===== config.mk =====
export PLATFORM = sky130hd
export DESIGN_NAME = weight_sram_arbiter
export DESIGN_NICKNAME = d
export VERILOG_FILES = /design/src/rtl/weight_sram_arbiter.sv
export SDC_FILE = /design/constraint.sdc
export NUM_CORES = 1
export LEC_CHECK = 0
export CAP_MARGIN = 0
export CORE_ASPECT_RATIO = 0.6
export CORE_UTILIZATION = 36
export CTS_CLUSTER_DIAMETER = 30
export DETAILED_ROUTE_END_ITERATION = 12
export GPL_TIMING_DRIVEN = 0
export MAX_ROUTING_LAYER = met4
export PLACE_DENSITY = 0.81
export SETUP_SLACK_MARGIN = 0.02
export SLEW_MARGIN = 10
export SYNTH_ARGS = -nofsm -noshare
export SYNTH_HDL_FRONTEND = slang
export SYNTH_SLANG_ARGS = --single-unit

===== constraint.sdc =====
create_clock -name clock -period 2.4 [get_ports clock]
set_input_delay 0.24 -clock clock [delete_from_list [all_inputs] [get_ports clock]]
set_output_delay 0.24 -clock clock [all_outputs]
set_load 0.01 [all_outputs]

===== src/rtl/weight_sram_arbiter.sv =====
// Round-robin arbiter sharing the single Weight SRAM read port among the PUs.
// Define WSRAM_ARB_REUSE_EN to enable the one-entry read-reuse tag.
`ifndef PU_NUM
`define PU_NUM 4
`endif

module weight_sram_arbiter #(
    parameter int unsigned NUM_REQ = `PU_NUM,
    parameter int unsigned ADDR_W  = 32,
    parameter int unsigned DATA_W  = 32,
    localparam int unsigned ID_W   = (NUM_REQ > 1) ? $clog2(NUM_REQ) : 1
) (
    input  logic                        clock,
    input  logic                        reset,
    input  logic [NUM_REQ-1:0]          req_read,
    input  logic [NUM_REQ*ADDR_W-1:0]   req_address,
    output logic [NUM_REQ-1:0]          req_ready,
    output logic [DATA_W-1:0]           rd_data,
    output logic [ID_W-1:0]             grant_id,
    output logic                        busy,
    output logic [ADDR_W-1:0]           sram_addr,
    output logic                        sram_r_en,
    input  logic [DATA_W-1:0]           sram_r_d,
    input  logic                        sram_d_ready,
    input  logic                        sram_w_en
);

    typedef enum logic [1:0] {
        IDLE = 2'd0,
        REQ  = 2'd1,
        RESP = 2'd2
    } state_t;

    state_t              state;
    state_t              state_next;
    logic [ID_W-1:0]     last_grant;
    logic [ID_W-1:0]     last_grant_next;
    logic [ID_W-1:0]     grant_id_next;
    logic [ADDR_W-1:0]   sram_addr_next;
    logic                sram_r_en_next;
    logic [NUM_REQ-1:0]  req_ready_next;
    logic [DATA_W-1:0]   rd_data_next;

    logic                found;
    logic [ID_W-1:0]     pick;
    logic [ADDR_W-1:0]   pick_addr;
    logic                hit;
    int unsigned         idx;

    logic [ADDR_W-1:0]   addr_arr [NUM_REQ];

    for (genvar gi = 0; gi < NUM_REQ; gi++) begin : g_addr
        assign addr_arr[gi] = req_address[gi*ADDR_W +: ADDR_W];
    end

    // First requester at or after last_grant+1, wrapping modulo NUM_REQ.
    always_comb begin
        found = 1'b0;
        pick  = '0;
        idx   = 0;
        for (int unsigned i = 0; i < NUM_REQ; i++) begin
            idx = (32'(last_grant) + 32'd1 + i) % NUM_REQ;
            if (!found && req_read[ID_W'(idx)]) begin
                found = 1'b1;
                pick  = ID_W'(idx);
            end
        end
        pick_addr = addr_arr[pick];
    end

`ifdef WSRAM_ARB_REUSE_EN
    logic                tag_valid;
    logic [ADDR_W-1:0]   tag_addr;

    // Tag tracks the address behind rd_data; any SRAM write invalidates it.
    always_ff @(posedge clock) begin
        if (reset || sram_w_en) begin
            tag_valid <= 1'b0;
            tag_addr  <= tag_addr;
        end else if (state == REQ && sram_d_ready) begin
            tag_valid <= 1'b1;
            tag_addr  <= sram_addr;
        end
    end

    assign hit = tag_valid && (pick_addr == tag_addr);
`else
    assign hit = 1'b0;
`endif

    // Next-state and next-output decode.
    always_comb begin
        state_next      = state;
        last_grant_next = last_grant;
        grant_id_next   = grant_id;
        sram_addr_next  = sram_addr;
        sram_r_en_next  = 1'b0;
        req_ready_next  = '0;
        rd_data_next    = rd_data;
        case (state)
            IDLE: begin
                if (!sram_w_en && found) begin
                    grant_id_next  = pick;
                    sram_addr_next = pick_addr;
                    if (hit) begin
                        state_next     = RESP;
                        req_ready_next = NUM_REQ'(1) << pick;
                    end else begin
                        state_next     = REQ;
                        sram_r_en_next = 1'b1;
                    end
                end
            end
            REQ: begin
                sram_r_en_next = 1'b1;
                if (sram_d_ready) begin
                    rd_data_next    = sram_r_d;
                    sram_r_en_next  = 1'b0;
                    last_grant_next = grant_id;
                    req_ready_next  = NUM_REQ'(1) << grant_id;
                    state_next      = RESP;
                end
            end
            RESP: begin
                last_grant_next = grant_id;
                state_next      = IDLE;
            end
            default: state_next = IDLE;
        endcase
    end

    always_ff @(posedge clock) begin
        if (reset) begin
            state      <= IDLE;
            last_grant <= ID_W'(NUM_REQ - 1);
            grant_id   <= '0;
            sram_addr  <= '0;
            sram_r_en  <= 1'b0;
            req_ready  <= '0;
            rd_data    <= '0;
            busy       <= 1'b0;
        end else begin
            state      <= state_next;
            last_grant <= last_grant_next;
            grant_id   <= grant_id_next;
            sram_addr  <= sram_addr_next;
            sram_r_en  <= sram_r_en_next;
            req_ready  <= req_ready_next;
            rd_data    <= rd_data_next;
            busy       <= (state_next != IDLE);
        end
    end

endmodule


==> results.py <==
metrics = {
    "clocking": {
        "clkSlewWorstSetupHoldPaths_ns": 0.06,
        "clock_sinks": 76,
        "max-clock-path-buffers": 2,
        "cts_buffers": 9,
        "clock_latency_ns": 0.33,
        "cts_root_buf": "clkbuf_16",
        "cts-hold-fix-buffers": 0,
        "tritoncts": "yes",
        "post_cts_buffers": 0,
        "cts-resized-gates": 0,
        "htreeDepth": 3,
    },
    "synthesis": {
        "syn-num-nets": 642,
        "synth_seq_area_share_pct": 42.3,
        "synth_xor_area_share_pct": 0,
        "ys_ff_latch": 76,
        "synth_area_per_cell_um2": 7.58,
        "synth_compound_area_share_pct": 24.1,
        "synth_top_family_by_area": "simple AND/OR/NAND/NOR gates",
        "synth.distinct_cells": 29,
        "yosys_warnings": 0,
        "netlist_area_um2": 3590,
        "synthCells": 474,
        "yosys.area_share.simple_pct": 27.7,
        "synthMuxAreaShare_pct": 0.836,
        "synthAdderAreaFrac_pct": 0,
    },
    "detailed_routing": {
        "dr.pass1.iters": 4,
        "drtIter0Drc": 147,
        "avgRoutedWirePerCell_um": 14.9,
        "ant_nets": 0,
        "drt-vias-per-instance": 4.85,
        "drc": 0,
        "vias": 4158,
        "routed_wl_um": 12700,
    },
    "final_layout": {
        "n_fill_cell": 783,
        "drive_above_1_share_pct": 9.77,
        "post-route-util_pct": 68.2,
        "seqCellArea_um2": 1520,
        "syn2layout_area_growth_pct": 78.9,
        "antennaDiodeCount": 0,
        "stdcell_area_um2": 6430,
        "multi_input_area_um2": 1890,
        "fin_nets": 891,
    },
    "timing": {
        "setup-violations-final": 0,
        "fin_skew_ns": 0.00734,
        "fin_crit_sh_pct": 89.0,
        "fmax_mhz": 468,
        "finalMaxSlewViolations": 0,
        "maxSlewHeadroom_pct": 59.2,
        "rsz0062_at_grt": "no",
        "hold_ws_ns": 0.454,
        "tightest_slew_ns": 0.606,
        "period_needed_ns": 2.14,
        "hold_violations": 0,
    },
    "setup_path": {
        "cp-start-kind": "input port",
        "crit_required_ns": 2.61,
        "worstPathArrival_ns": 2.35,
        "critPathMaxFanout": 10,
        "end_kind": "register",
        "crit_type": "input port to register",
    },
    "placed_design": {
        "place_area_um2": 6140,
        "portBuffers": 238,
        "gp_congestion": 0.856,
        "place_hpwl_um": 10000,
    },
    "global_route": {
        "use_met1_pct": 29.5,
        "grt_pass1_wl_um": 19200,
        "grt_pass1_vias": 4014,
        "grt_max_degree": 14,
        "globalRoute.busiestLayer": "met2",
        "track_usage_pct": 24.8,
        "met3_usage_pct": 6.43,
        "overflow": 0,
        "met2_usage_pct": 41.5,
        "antenna_found_initial": 0,
    },
    "min_path": {
        "min_path_type": "register to register",
    },
    "outcome": {
        "status": "completed",
    },
    "die": {
        "num_rows": 27,
        "initial_utilization_pct": 38.1,
        "core_area_um2": 9430,
        "dieArea_um2": 10400,
        "io_pins": 240,
        "die_h_um": 79.4,
        "dieWidth_um": 131,
    },
    "power_and_ir_drop": {
        "ir_worst_vdd_mv": 0.384,
        "power_density_nw_per_um2": 578,
        "leakagePower_nw": 2.52,
    },
    "run": {
        "max_cap_violations": 0,
    },
}
==> where the power goes <==
group	leakage, nW	switching (mW)	internal [mW]	total, mW
Sequential	0.620	0.0542	1.35	1.41
Combinational	1.75	0.438	0.544	0.983
Clock	0.142	0.524	0.801	1.32
Total	2.52	1.02	2.70	3.71
==> state kept, by name (all words and copies together), names as in the netlist <==
| signal | cells |
|---|---|
| busy | 1 |
| last_grant | 2 |
| state | 2 |
| rd_data | 32 |
| grant_id | 2 |
| req_ready | 4 |
| sram_addr | 32 |
| sram_r_en | 1 |
==> synthesized netlist by cell type, drive strengths merged <==
master	number	share of area, %
nand2	228	24
dfxtp	76	42
a21oi	68	13
a221o	32	9.2
clkbuf	21	2.2
buf	12	2.2
nor2	4	0.42
nor2b	4	0.70
inv	3	0.31
mux2i	3	0.84
nand2b	3	0.52
nor4	3	0.52
o21ai	3	0.42
and3	2	0.35
a2111o	1	0.59
a211oi	1	0.21
and3b	1	0.24
clkdlybuf4s18	1	0.28
nand3	1	0.14
nor3	1	0.28
nor4b	1	0.24
o22ai	1	0.17
o31a	1	0.24
o31ai	1	0.59
or2	1	0.17
or4	1	0.31
==> metal layers <==
layer | wire length [µm] | part of all wire [%]
met5 | 0 | 0
met4 | 180 | 1.4
met2 | 5890 | 46
met3 | 874 | 6.9
met1 | 5780 | 45
==> cell families (layout without fill, tap and decap cells) <==
| kind of cell | count (synthesis) | count (layout) |
|---|---|---|
| AO/OA/AOI/OAI | 108 | 108 |
| buffers and inverters | 37 | 290 |
| flip-flops | 76 | 76 |
| multiplexers | 3 | 3 |
| AND/OR/NAND/NOR | 250 | 250 |
==> through the flow <==
stage,power (mW),setup WS [ns],instances,setup TNS [ns]
final,3.71,0.263,857,0
after global routing,3.89,0.128,857,0
after CTS,3.75,0.246,857,0
after detailed placement,2.41,-0.0815,842,-1.32
after global placement,2.40,-0.0268,842,-0.183
after floorplan,1.85,0.683,474,0
==> cell usage in the layout, fill, tap and decap left out, drive strengths merged, types with 2 or more instances in the layout <==
cell type,netlist,layout
a21oi,68,68
inv,3,4
nor2b,4,4
mux2i,3,3
and3,2,2
clkbuf,21,30
nand2b,3,3
clkinv,0,3
clkdlybuf4s50,0,238
nor2,4,4
a221o,32,32
nand2,228,228
o21ai,3,3
buf,12,12
nor4,3,3
dfxtp,76,76
==> path summary, 6_finish.rpt <==
| check | from | end | slack, ns | cells past startpoint |
|---|---|---|---|---|
| setup / recovery | req_read[1] | sram_addr[18]$_SDFFE_PP0P_ | 0.26 | 6 |
| hold / removal | rd_data[29]$_SDFFE_PP0P_ | rd_data[29]$_SDFFE_PP0P_ | 0.45 | 2 |
| hold reg to reg | rd_data[29]$_SDFFE_PP0P_ | rd_data[29]$_SDFFE_PP0P_ | 0.45 | 2 |
| setup reg to reg | last_grant[1]$_SDFFE_PP1P_ | sram_addr[13]$_SDFFE_PP0P_ | 0.37 | 6 |
==> layout make-up <==
type	instances	share of cell area, %
repair buffers	238	37.1
inverters	3	0.175
well taps	130	2.53
plain buffers	34	2.61
clock inverters	6	1.01
clock buffers	9	3.50
flip-flops and latches	76	23.7
multi-input cells	361	29.4
==> critical path, stage by stage <==
cell and delay [ns]:
clkdlybuf4s50_1 0.57, nor4_1 0.10, nor4_1 0.47, nor2_1 0.22, clkbuf_1 0.29, a221o_2 0.45
Note: power is estimated with default switching activity, not from simulation.
